`src/rtl/knn_pkg.sv`:
```
// Shared definitions for the k-NN classification scheduler: FSM encoding,
// default sizing and the class width.
package knn_pkg;

    localparam int unsigned N_TRAIN_DEF  = 1024;
    localparam int unsigned ADDR_W_DEF   = 10;
    localparam int unsigned PIPE_LAT_DEF = 4;
    localparam int unsigned CLS_W        = 3;

    typedef logic [CLS_W-1:0] cls_t;

    typedef enum logic [2:0] {
        StIdle,
        StClear,
        StSweep,
        StDrain,
        StResult
    } knn_state_t;

endpackage

```
`src/rtl/knn_sched_if.sv`:
```
// Request/response and datapath-control bundle between the k-NN scheduler
// (slave) and its surrounding datapath/requester (master).
interface knn_sched_if #(
    parameter int unsigned ADDR_W = knn_pkg::ADDR_W_DEF
);
    import knn_pkg::*;

    logic              start_valid;
    logic              start_ready;
    logic [31:0]       feature_in;
    logic [31:0]       feature;
    logic [ADDR_W-1:0] address;
    logic              addr_valid;
    logic              sort_clr;
    cls_t              cls_in;
    cls_t              result;
    logic              done;
    logic              busy;

    modport master (
        output start_valid, feature_in, cls_in,
        input  start_ready, feature, address, addr_valid, sort_clr, result, done, busy
    );

    modport slave (
        input  start_valid, feature_in, cls_in,
        output start_ready, feature, address, addr_valid, sort_clr, result, done, busy
    );

endinterface

```
`src/rtl/knn_sched.sv`:
```
// k-NN classification scheduler: clears the sorters, sweeps the training ROM,
// drains the pipeline and captures the class. Optional abort: KNN_SCHED_ABORT_EN.
module knn_sched
    import knn_pkg::*;
#(
    parameter int unsigned N_TRAIN  = N_TRAIN_DEF,
    parameter int unsigned ADDR_W   = ADDR_W_DEF,
    parameter int unsigned PIPE_LAT = PIPE_LAT_DEF
) (
    input  logic       clk_knn,
    input  logic       rst,
`ifdef KNN_SCHED_ABORT_EN
    input  logic       abort,
`endif
    knn_sched_if.slave bus
);

    localparam int unsigned       CNT_W      = $clog2(PIPE_LAT + 1);
    localparam logic [ADDR_W-1:0] LAST_ADDR  = ADDR_W'(N_TRAIN - 1);
    localparam logic [CNT_W-1:0]  DRAIN_LAST = CNT_W'(PIPE_LAT - 1);

    knn_state_t        state_q, state_d;
    logic [ADDR_W-1:0] addr_q;
    logic [CNT_W-1:0]  cnt_q;
    logic [31:0]       feature_q;
    cls_t              result_q;
    logic              accept;
    logic              capture;
    logic              abort_hit;

`ifdef KNN_SCHED_ABORT_EN
    assign abort_hit = abort &&
                       (state_q == StClear || state_q == StSweep || state_q == StDrain);
`else
    assign abort_hit = 1'b0;
`endif

    always_ff @(posedge clk_knn) begin
        if (rst) begin
            state_q <= StIdle;
        end else begin
            state_q <= state_d;
        end
    end

    always_comb begin
        state_d = state_q;
        accept  = 1'b0;
        capture = 1'b0;
        case (state_q)
            StIdle: begin
                if (bus.start_valid) begin
                    accept  = 1'b1;
                    state_d = StClear;
                end
            end
            StClear:  state_d = StSweep;
            StSweep: begin
                if (addr_q == LAST_ADDR) state_d = StDrain;
            end
            StDrain: begin
                if (cnt_q == DRAIN_LAST) begin
                    capture = 1'b1;
                    state_d = StResult;
                end
            end
            StResult: state_d = StIdle;
            default:  state_d = StIdle;
        endcase
        // Abort wins over the final drain capture so result stays untouched.
        if (abort_hit) begin
            state_d = StIdle;
            capture = 1'b0;
        end
    end

    always_ff @(posedge clk_knn) begin
        if (rst) begin
            addr_q    <= '0;
            cnt_q     <= '0;
            feature_q <= '0;
            result_q  <= '0;
        end else begin
            if (accept) feature_q <= bus.feature_in;
            if (capture) result_q <= bus.cls_in;
            if (accept || abort_hit) begin
                addr_q <= '0;
            end else if (state_q == StSweep && addr_q != LAST_ADDR) begin
                addr_q <= addr_q + 1'b1;
            end
            if (state_q == StSweep) begin
                cnt_q <= '0;
            end else if (state_q == StDrain) begin
                cnt_q <= cnt_q + 1'b1;
            end
        end
    end

    assign bus.start_ready = (state_q == StIdle);
    assign bus.busy        = (state_q != StIdle);
    assign bus.sort_clr    = (state_q == StClear);
    assign bus.addr_valid  = (state_q == StSweep);
    assign bus.done        = (state_q == StResult);
    assign bus.address     = addr_q;
    assign bus.feature     = feature_q;
    assign bus.result      = result_q;

endmodule

```
`src/flat_wrapper.sv`:
```
// flat-port wrapper written by rule: the top's interface ports become plain ports
module knn_sched_flat import knn_pkg::*;
#(
    parameter int unsigned N_TRAIN  = N_TRAIN_DEF,
    parameter int unsigned ADDR_W   = ADDR_W_DEF,
    parameter int unsigned PIPE_LAT = PIPE_LAT_DEF
)
  (clk_knn, rst, bus_start_valid, bus_feature_in, bus_cls_in, bus_start_ready, bus_feature, bus_address, bus_addr_valid, bus_sort_clr, bus_result, bus_done, bus_busy);
  knn_sched_if #(.ADDR_W(ADDR_W)) bus_i ();
  input  logic clk_knn;
  input  logic rst;
  input wire logic [$bits(bus_i.start_valid)-1:0] bus_start_valid;
  input wire logic [$bits(bus_i.feature_in)-1:0] bus_feature_in;
  input wire logic [$bits(bus_i.cls_in)-1:0] bus_cls_in;
  output wire logic [$bits(bus_i.start_ready)-1:0] bus_start_ready;
  output wire logic [$bits(bus_i.feature)-1:0] bus_feature;
  output wire logic [$bits(bus_i.address)-1:0] bus_address;
  output wire logic [$bits(bus_i.addr_valid)-1:0] bus_addr_valid;
  output wire logic [$bits(bus_i.sort_clr)-1:0] bus_sort_clr;
  output wire logic [$bits(bus_i.result)-1:0] bus_result;
  output wire logic [$bits(bus_i.done)-1:0] bus_done;
  output wire logic [$bits(bus_i.busy)-1:0] bus_busy;
  assign bus_i.start_valid = bus_start_valid;
  assign bus_i.feature_in = bus_feature_in;
  assign bus_i.cls_in = bus_cls_in;
  assign bus_start_ready = bus_i.start_ready;
  assign bus_feature = bus_i.feature;
  assign bus_address = bus_i.address;
  assign bus_addr_valid = bus_i.addr_valid;
  assign bus_sort_clr = bus_i.sort_clr;
  assign bus_result = bus_i.result;
  assign bus_done = bus_i.done;
  assign bus_busy = bus_i.busy;
  knn_sched #(.N_TRAIN(N_TRAIN), .ADDR_W(ADDR_W), .PIPE_LAT(PIPE_LAT)) u_core (.clk_knn(clk_knn), .rst(rst), .bus(bus_i));
endmodule
```
`config.mk`:
```
export PLATFORM = sky130hd
export DESIGN_NAME = knn_sched_flat
export DESIGN_NICKNAME = d
export VERILOG_FILES = /design/src/rtl/knn_pkg.sv /design/src/rtl/knn_sched_if.sv /design/src/rtl/knn_sched.sv /design/src/flat_wrapper.sv
export SDC_FILE = /design/constraint.sdc
export NUM_CORES = 1
export LEC_CHECK = 0
export CAP_MARGIN = 5
export CELL_PAD_IN_SITES_DETAIL_PLACEMENT = 2
export CELL_PAD_IN_SITES_GLOBAL_PLACEMENT = 2
export CORE_MARGIN = 1
export CORE_UTILIZATION = 21
export CTS_BUF_LIST = sky130_fd_sc_hd__clkbuf_8 sky130_fd_sc_hd__clkbuf_16
export DETAILED_ROUTE_END_ITERATION = 10
export GPL_TIMING_DRIVEN = 0
export PLACE_DENSITY = 0.86
export SLEW_MARGIN = 20
export SYNTH_ARGS = -nofsm -noshare
export SYNTH_HDL_FRONTEND = slang
export SYNTH_SLANG_ARGS = --single-unit
```
`constraint.sdc`:
```
create_clock -name clk_knn -period 1.9 [get_ports clk_knn]
set_clock_uncertainty 0.15 [all_clocks]
set_input_delay 0.475 -clock clk_knn [delete_from_list [all_inputs] [get_ports clk_knn]]
set_output_delay 0.475 -clock clk_knn [all_outputs]
set_load 0.03 [all_outputs]
```
# After elaboration in Yosys (flattened, before gate mapping)
# Index checks and enable logic that the tools add are counted.
# W data, S select, Z words.
[classes]
eq_ne = 10
n_addsub = 2
mux = 8
reduce_logical = 6
[op_table]
columns = ["cell", "n"]
rows = [
  ["$pmux W3 S4", 1],
  ["$add A10 B1 Y10 const B", 1],
  ["$eq A10 B10 Y1 const B", 1],
  ["$ne A10 B10 Y1 const B", 1],
  ["$eq A3 B2 Y1 const B", 3],
  ["$mux W3", 3],
  ["$mux W1", 4],
  ["$ne A2 B1 Y1 const B", 2],
  ["$reduce_or A2 Y1", 2],
  ["$add A3 B1 Y3 const B", 1],
  ["$eq A3 B1 Y1 const B", 1],
  ["$eq A3 B3 Y1 const B", 1],
  ["$logic_not A3 Y1", 1],
  ["$reduce_and A3 Y1", 1],
  ["$reduce_bool A3 Y1", 1],
  ["$ne A2 B2 Y1 const B", 1],
  ["$logic_and A1 B1 Y1", 1],
]
[word_totals]
out_inout_bits = 50
word_cells = 31
register_bits = 51
input_bits = 38

# Depth between registers and ports, before layout
# Gate-level depths: netlist (run 1).
[logic_depth]
depth_word = 3
mapped_depth = 6
mapped_depth_nobuf = 5

# Worst setup path before layout (run 1)
# No wires, ideal clock.
[synth_path]
path_kind = "reg-to-output"
from = "register u_core.state_q[0]"
to = "output bus_busy"
arrival_ns = 1.606
t_required_ns = 1.275
path_stages_with_launch = 4
n_path_buf = 1
setup_slack_ns = -0.331
path_cell_list = "dfxtp_1 > clkbuf_1 > nor3_1 > inv_1"
[synth_via]
elab_chain_len = 1
[synth_lines]
columns = ["item", "line", "source"]
rows = [
  ["start, declared", "knn_sched.sv:22", "knn_state_t state_q, state_d;"],
  ["start signal, assigned", "knn_sched.sv:40", "state_q <= StIdle;"],
  ["start signal, assigned", "knn_sched.sv:42", "state_q <= state_d;"],
  ["$reduce_bool A3 Y1", "knn_sched.sv:100", "assign bus.busy = (state_q != StIdle);"],
  ["end, declared", "flat_wrapper.sv:22", "output wire logic [$bits(bus_i.busy)-1:0] bus_busy;"],
]
# No other way between the ends.

# Worst setup path after layout (run 1)
[layout_path]
from = "register u_core.state_q[2]"
to = "output bus_addr_valid"
[layout_via]
elab_chain_len = 1
[layout_lines]
columns = ["item", "line", "source"]
rows = [
  ["$eq A3 B2 Y1", "knn_sched.sv:102", "assign bus.addr_valid = (state_q == StSweep);"],
  ["end, declared", "flat_wrapper.sv:18", "output wire logic [$bits(bus_i.addr_valid)-1:0] bus_addr_valid;"],
]
# No other way between the ends.

==> impl_table.tex, run 1 <==
\begin{tabular}{lr}
\hline
Metric & Value \\
\hline
\multicolumn{2}{l}{\textbf{Pwr}} \\
\quad Total power divided by cell area & between 700 and 800 mW/mm\^{}2 \\
\quad Proportion of power drawn by the clock network & 0.282 \\
\quad Leak & roughly 1.4 nW \\
\quad Proportion of power drawn by flip-flops and latches & 0.497 \\
\quad Worst ir drop on vdd & 0.0002610 V \\
\quad Fraction of power spent switching nets & 0.3065 \\
\quad Total power of the final layout & around 2.3 mW \\
\quad Internal Pwr Total & roughly 1.6 mW \\
\quad NetSw & 707.2 uW \\
\quad Logic gate share of total power & 0.221 \\
\multicolumn{2}{l}{\textbf{STA}} \\
\quad Fmax & just over 0.5 GHz \\
\quad Slew margin rel. & 0.6850 \\
\quad Summed negative setup slack over all endpoints & -0.03425 ns \\
\quad Hold Fails Final Rpt & 0 \\
\quad Least setup slack across all paths after layout & -0.03425 ns \\
\quad Tightest hold margin & 0.3079 ns \\
\quad Worst Tran Pin Value & approximately 0.47 ns \\
\quad Time the worst path needs with I/O delays and setup & around 1.9 ns \\
\quad Setup repair after global routing missed its margin & true \\
\quad Final setup violation count & 1 \\
\quad Portion of the clock cycle consumed by the worst path in the final layout & 1.018 \\
\quad Number of pins with negative max-slew slack in the final report & 0 \\
\multicolumn{2}{l}{\textbf{Clock network}} \\
\quad Clock tree from TritonCTS & built \\
\quad Maximum buffer depth of the clock tree & 2 \\
\quad Later-pin clock latency in the skew report & 0.30 ns \\
\quad Clock root buffer & sky130\_fd\_sc\_hd\_\_clkbuf\_8 \\
\quad H-tree lvl count & 2 \\
\quad Cts bufs inserted & 5 \\
\quad Clock input transition at the sequential cells of the worst setup and hold paths & $\sim$0.1 ns \\
\quad CTS Hold Bufs & 0 \\
\quad Num Clock Sinks & 51 \\
\multicolumn{2}{l}{\textbf{Finish}} \\
\quad Number of cells in the finished layout apart from fillers & roughly 480 \\
\quad Final Util & 0.3486 \\
\quad Share of cells above drive strength 1 & 0.1457 \\
\quad Number of inserted diodes & 0 \\
\quad Final non-filler cell area & $\sim$0.0033 mm\^{}2 \\
\quad Number of fill cells & about 1.1k \\
\quad Final nets & slightly below 400 \\
\quad Layout overhead on the synthesized area & 58.92\% \\
\multicolumn{2}{l}{\textbf{Critical path}} \\
\quad Crit path max fanout & 5 \\
\quad Data required time of the critical path & about 1.3 ns \\
\quad Start-to-end type of the worst setup path & flip-flop to output pin \\
\quad CP Data Arrival Time & $\sim$1.3 ns \\
\quad Kind of start point of the critical path & flip-flop \\
\quad Type of destination of the critical path & output pin \\
\multicolumn{2}{l}{\textbf{Outcome}} \\
\quad Outcome & finished with violations \\
\quad Violations in the final reports & setup timing \\
\multicolumn{2}{l}{\textbf{Global routing}} \\
\quad Initial antenna violation count & 0 \\
\quad First-pass GRT wire length & roughly 11 mm \\
\quad Remaining Overflow, GRT & 0 \\
\quad Vias in the first global route & roughly 2.2k \\
\quad Global-route usage over all layers & 0.1314 \\
\quad Maximum number of pins on one net before global-route repair & 18 \\
\multicolumn{2}{l}{\textbf{Synth}} \\
\quad Portion of netlist area occupied by mux cells & 0.01948 \\
\quad Number of warnings printed during yosys synthesis & 0 \\
\quad Synthesized flop and latch total & 51 \\
\quad Number of different library cells in the post-synthesis netlist & slightly above 40 \\
\quad Synthesized area & around 0.0021 mm\^{}2 \\
\quad Top post-synthesis cells by area & sky130\_fd\_sc\_hd\_\_dfxtp\_1 50\%, sky130\_fd\_sc\_hd\_\_nand2\_1 13\%, sky130\_fd\_sc\_hd\_\_a21oi\_1 9.7\% \\
\quad Async set-reset flop share out of synthesis & 0 \\
\quad Sequential area share after synthesis & 0.4967 \\
\quad Largest area contributor in the synthesized netlist & sky130\_fd\_sc\_hd\_\_dfxtp\_1 \\
\quad Number of instances in the synthesized netlist & between 200 and 250 \\
\quad Net Count, Synth & 286 \\
\quad Dominant combinational cell family by area after synthesis & simple AND/OR/NAND/NOR gates \\
\quad Proportion of netlist area held by the largest area contributor & 0.4967 \\
\quad Post-synthesis share of cell area spent on full adders, half adders and majority gates & 0.01826 \\
\quad Fraction of the mapped netlist area in simple logic gates & 0.2678 \\
\quad Number of enable flip-flop cells after synthesis & 0 \\
\quad Compound-gate portion of the synthesized area & 0.1394 \\
\quad Primary flip-flop cell chosen by synthesis mapping & sky130\_fd\_sc\_hd\_\_dfxtp\_1 \\
\quad Average footprint of a synthesized cell & $\sim$8.4 um\^{}2 \\
\quad Fraction of synthesized cell area in xor and xnor cells & 0.008521 \\
\multicolumn{2}{l}{\textbf{Detailed routing}} \\
\quad Count of routing violations after the opening detailed-route iteration & a little over 50 \\
\quad Number of remaining DRC errors & 0 \\
\quad Wire length after detailed routing & a little under 7 mm \\
\quad TritonRoute pass-1 iters & 4 \\
\quad Post-detailed-route count of antenna-violating nets & 0 \\
\quad Detailed-route wire length per cell & between 10 and 15 um \\
\quad Routed via count & $\sim$2.1k \\
\quad Vias per cell & 4.424 \\
\multicolumn{2}{l}{\textbf{Die}} \\
\quad Area enclosed by the die boundary & about 0.010 mm\^{}2 \\
\quad Initial Util & 0.2194 \\
\quad Cell row count & 35 \\
\quad Top-level port count & 88 \\
\quad DIE WIDTH & between 100 and 150 um \\
\quad CORE AREA & $\sim$0.0094 mm\^{}2 \\
\quad Die Span Y & slightly above 100 um \\
\multicolumn{2}{l}{\textbf{Placed design}} \\
\quad GP Congestion & 0.7504 \\
\quad Cell Count Post-Placement & 460 \\
\quad Placed Instance Area & 0.003088 mm\^{}2 \\
\quad Quantity of I/O buffers inserted on ports & 86 \\
\quad Worst Setup Slack post-DPL & -0.7455 ns \\
\quad Dpl hpwl & roughly 5.0 mm \\
\multicolumn{2}{l}{\textbf{Run}} \\
\quad Number of max-cap violations & 0 \\
\multicolumn{2}{l}{\textbf{Hold path}} \\
\quad Min-delay worst type & flip-flop to flip-flop \\
\hline
\end{tabular}
[synth_stat cells (2+ instances only)]
cell / instances
sky130_fd_sc_hd__a21oi_1: 40
sky130_fd_sc_hd__and3_2: 2
sky130_fd_sc_hd__and4_1: 3
sky130_fd_sc_hd__buf_6: 3
sky130_fd_sc_hd__clkbuf_1: 11
sky130_fd_sc_hd__dfxtp_1: 51
sky130_fd_sc_hd__ha_1: 3
sky130_fd_sc_hd__inv_1: 4
sky130_fd_sc_hd__mux2i_1: 4
sky130_fd_sc_hd__nand2_1: 71
sky130_fd_sc_hd__nand3_1: 6
sky130_fd_sc_hd__nand3b_1: 3
sky130_fd_sc_hd__nor2_1: 10
sky130_fd_sc_hd__nor3_1: 4
sky130_fd_sc_hd__nor3b_1: 2
sky130_fd_sc_hd__nor4_1: 2
sky130_fd_sc_hd__xnor2_1: 2
[critical path, cell delays in order, from the launching register on]
cell	delay, ns
sky130_fd_sc_hd__dfxtp_4	0.38
sky130_fd_sc_hd__or3b_4	0.42
sky130_fd_sc_hd__clkinv_4	0.09
sky130_fd_sc_hd__buf_6	0.13
[power by group through the flow]
stage | logic (mW) | clock network, mW | registers, mW
finish | 0.511 | 0.651 | 1.15
global route | 0.554 | 0.719 | 1.15
CTS | 0.501 | 0.687 | 1.15
detailed placement | 0.510 | 0 | 1.17
global placement | 0.494 | 0 | 1.17
floorplan | 0.171 | 0 | 1.26
[path summary, 6_finish.rpt]
check / startpoint / end / slack (ns) / cells after the start
worst max register to register: u_core.bus.address[0] / u_core.bus.address[6] / 0.04 / 5
worst max-delay path: u_core.state_q[2] / bus_addr_valid / -0.03 / 3
worst min register to register: u_core.bus.feature[20] / u_core.bus.feature[20] / 0.31 / 2
worst min-delay path: u_core.bus.feature[20] / u_core.bus.feature[20] / 0.31 / 2
[final cells by class]
cell class | instances | area (um^2) | area share
Clock inverter | 3 | 23.77 | 0.007277
Clock buffer | 5 | 68.82 | 0.02106
Buffer | 12 | 66.31 | 0.02030
Inverter | 5 | 23.77 | 0.007277
Tap cell | 129 | 161.4 | 0.04941
Timing Repair Buffer | 100 | 925.9 | 0.2834
Sequential cell | 51 | 1030 | 0.3152
Multi-Input combinational cell | 174 | 967.2 | 0.2961
[kinds of logic (layout without fill, tap and decap cells)]
logic type                 Yosys count  in the layout
and+or+nand+nor                    114            114
AOI/OAI and AO/OA                   51             51
DFF                                 51             51
buffers and inverters               20            125
muxes                                4              4
adders and majority gates            3              3
xor gates and xnor gates             2              2
[per-layer routing]
layer  up-vias  track usage  part of all wire
li1       1033            -                 -
met1      1026       0.1527              0.41
met2        54       0.2482              0.53
met3         6      0.02566             0.047
met4         0      0.02676            0.0096
met5         -            0                 0
[timing repair]
item,4_1_cts,5_1_grt
pin swaps,2,2
resized for setup,81,14
buffers inserted,7,7
endpoints found under the setup margin,90,9
[layout by cell type (no fill, tap or decap), drive strengths merged, types with 2 or more instances in the layout]
cell type / n
a21oi: 41
and2: 2
and3: 3
and4: 3
buf: 22
clkbuf: 14
clkdlybuf4s50: 35
clkinvlp: 2
dfxtp: 51
dlygate4sd2: 46
ha: 3
inv: 5
mux2i: 4
nand2: 71
nand3: 7
nand3b: 3
nor2: 10
nor3: 4
nor3b: 2
nor4: 2
xnor2: 2
[sequential cells by signal (all words and copies together), names as in the netlist]
| register | count |
|---|---|
| u_core.bus.address | 10 |
| u_core.bus.feature | 32 |
| u_core.bus.result | 3 |
| u_core.state_q | 3 |
| u_core.cnt_q | 3 |
No activity file was read; power rests on OpenSTA's default activity.
==> run 2, diff against run 1 <==
--- a/config.mk
+++ b/config.mk
@@ -18,3 +18,4 @@
 export SYNTH_ARGS = -nofsm -noshare
 export SYNTH_HDL_FRONTEND = slang
 export SYNTH_SLANG_ARGS = --single-unit
+export TNS_END_PERCENT = 100
==> results of run 2 <==
No change in the layout: final DEF, timing and power equal those of run 1.
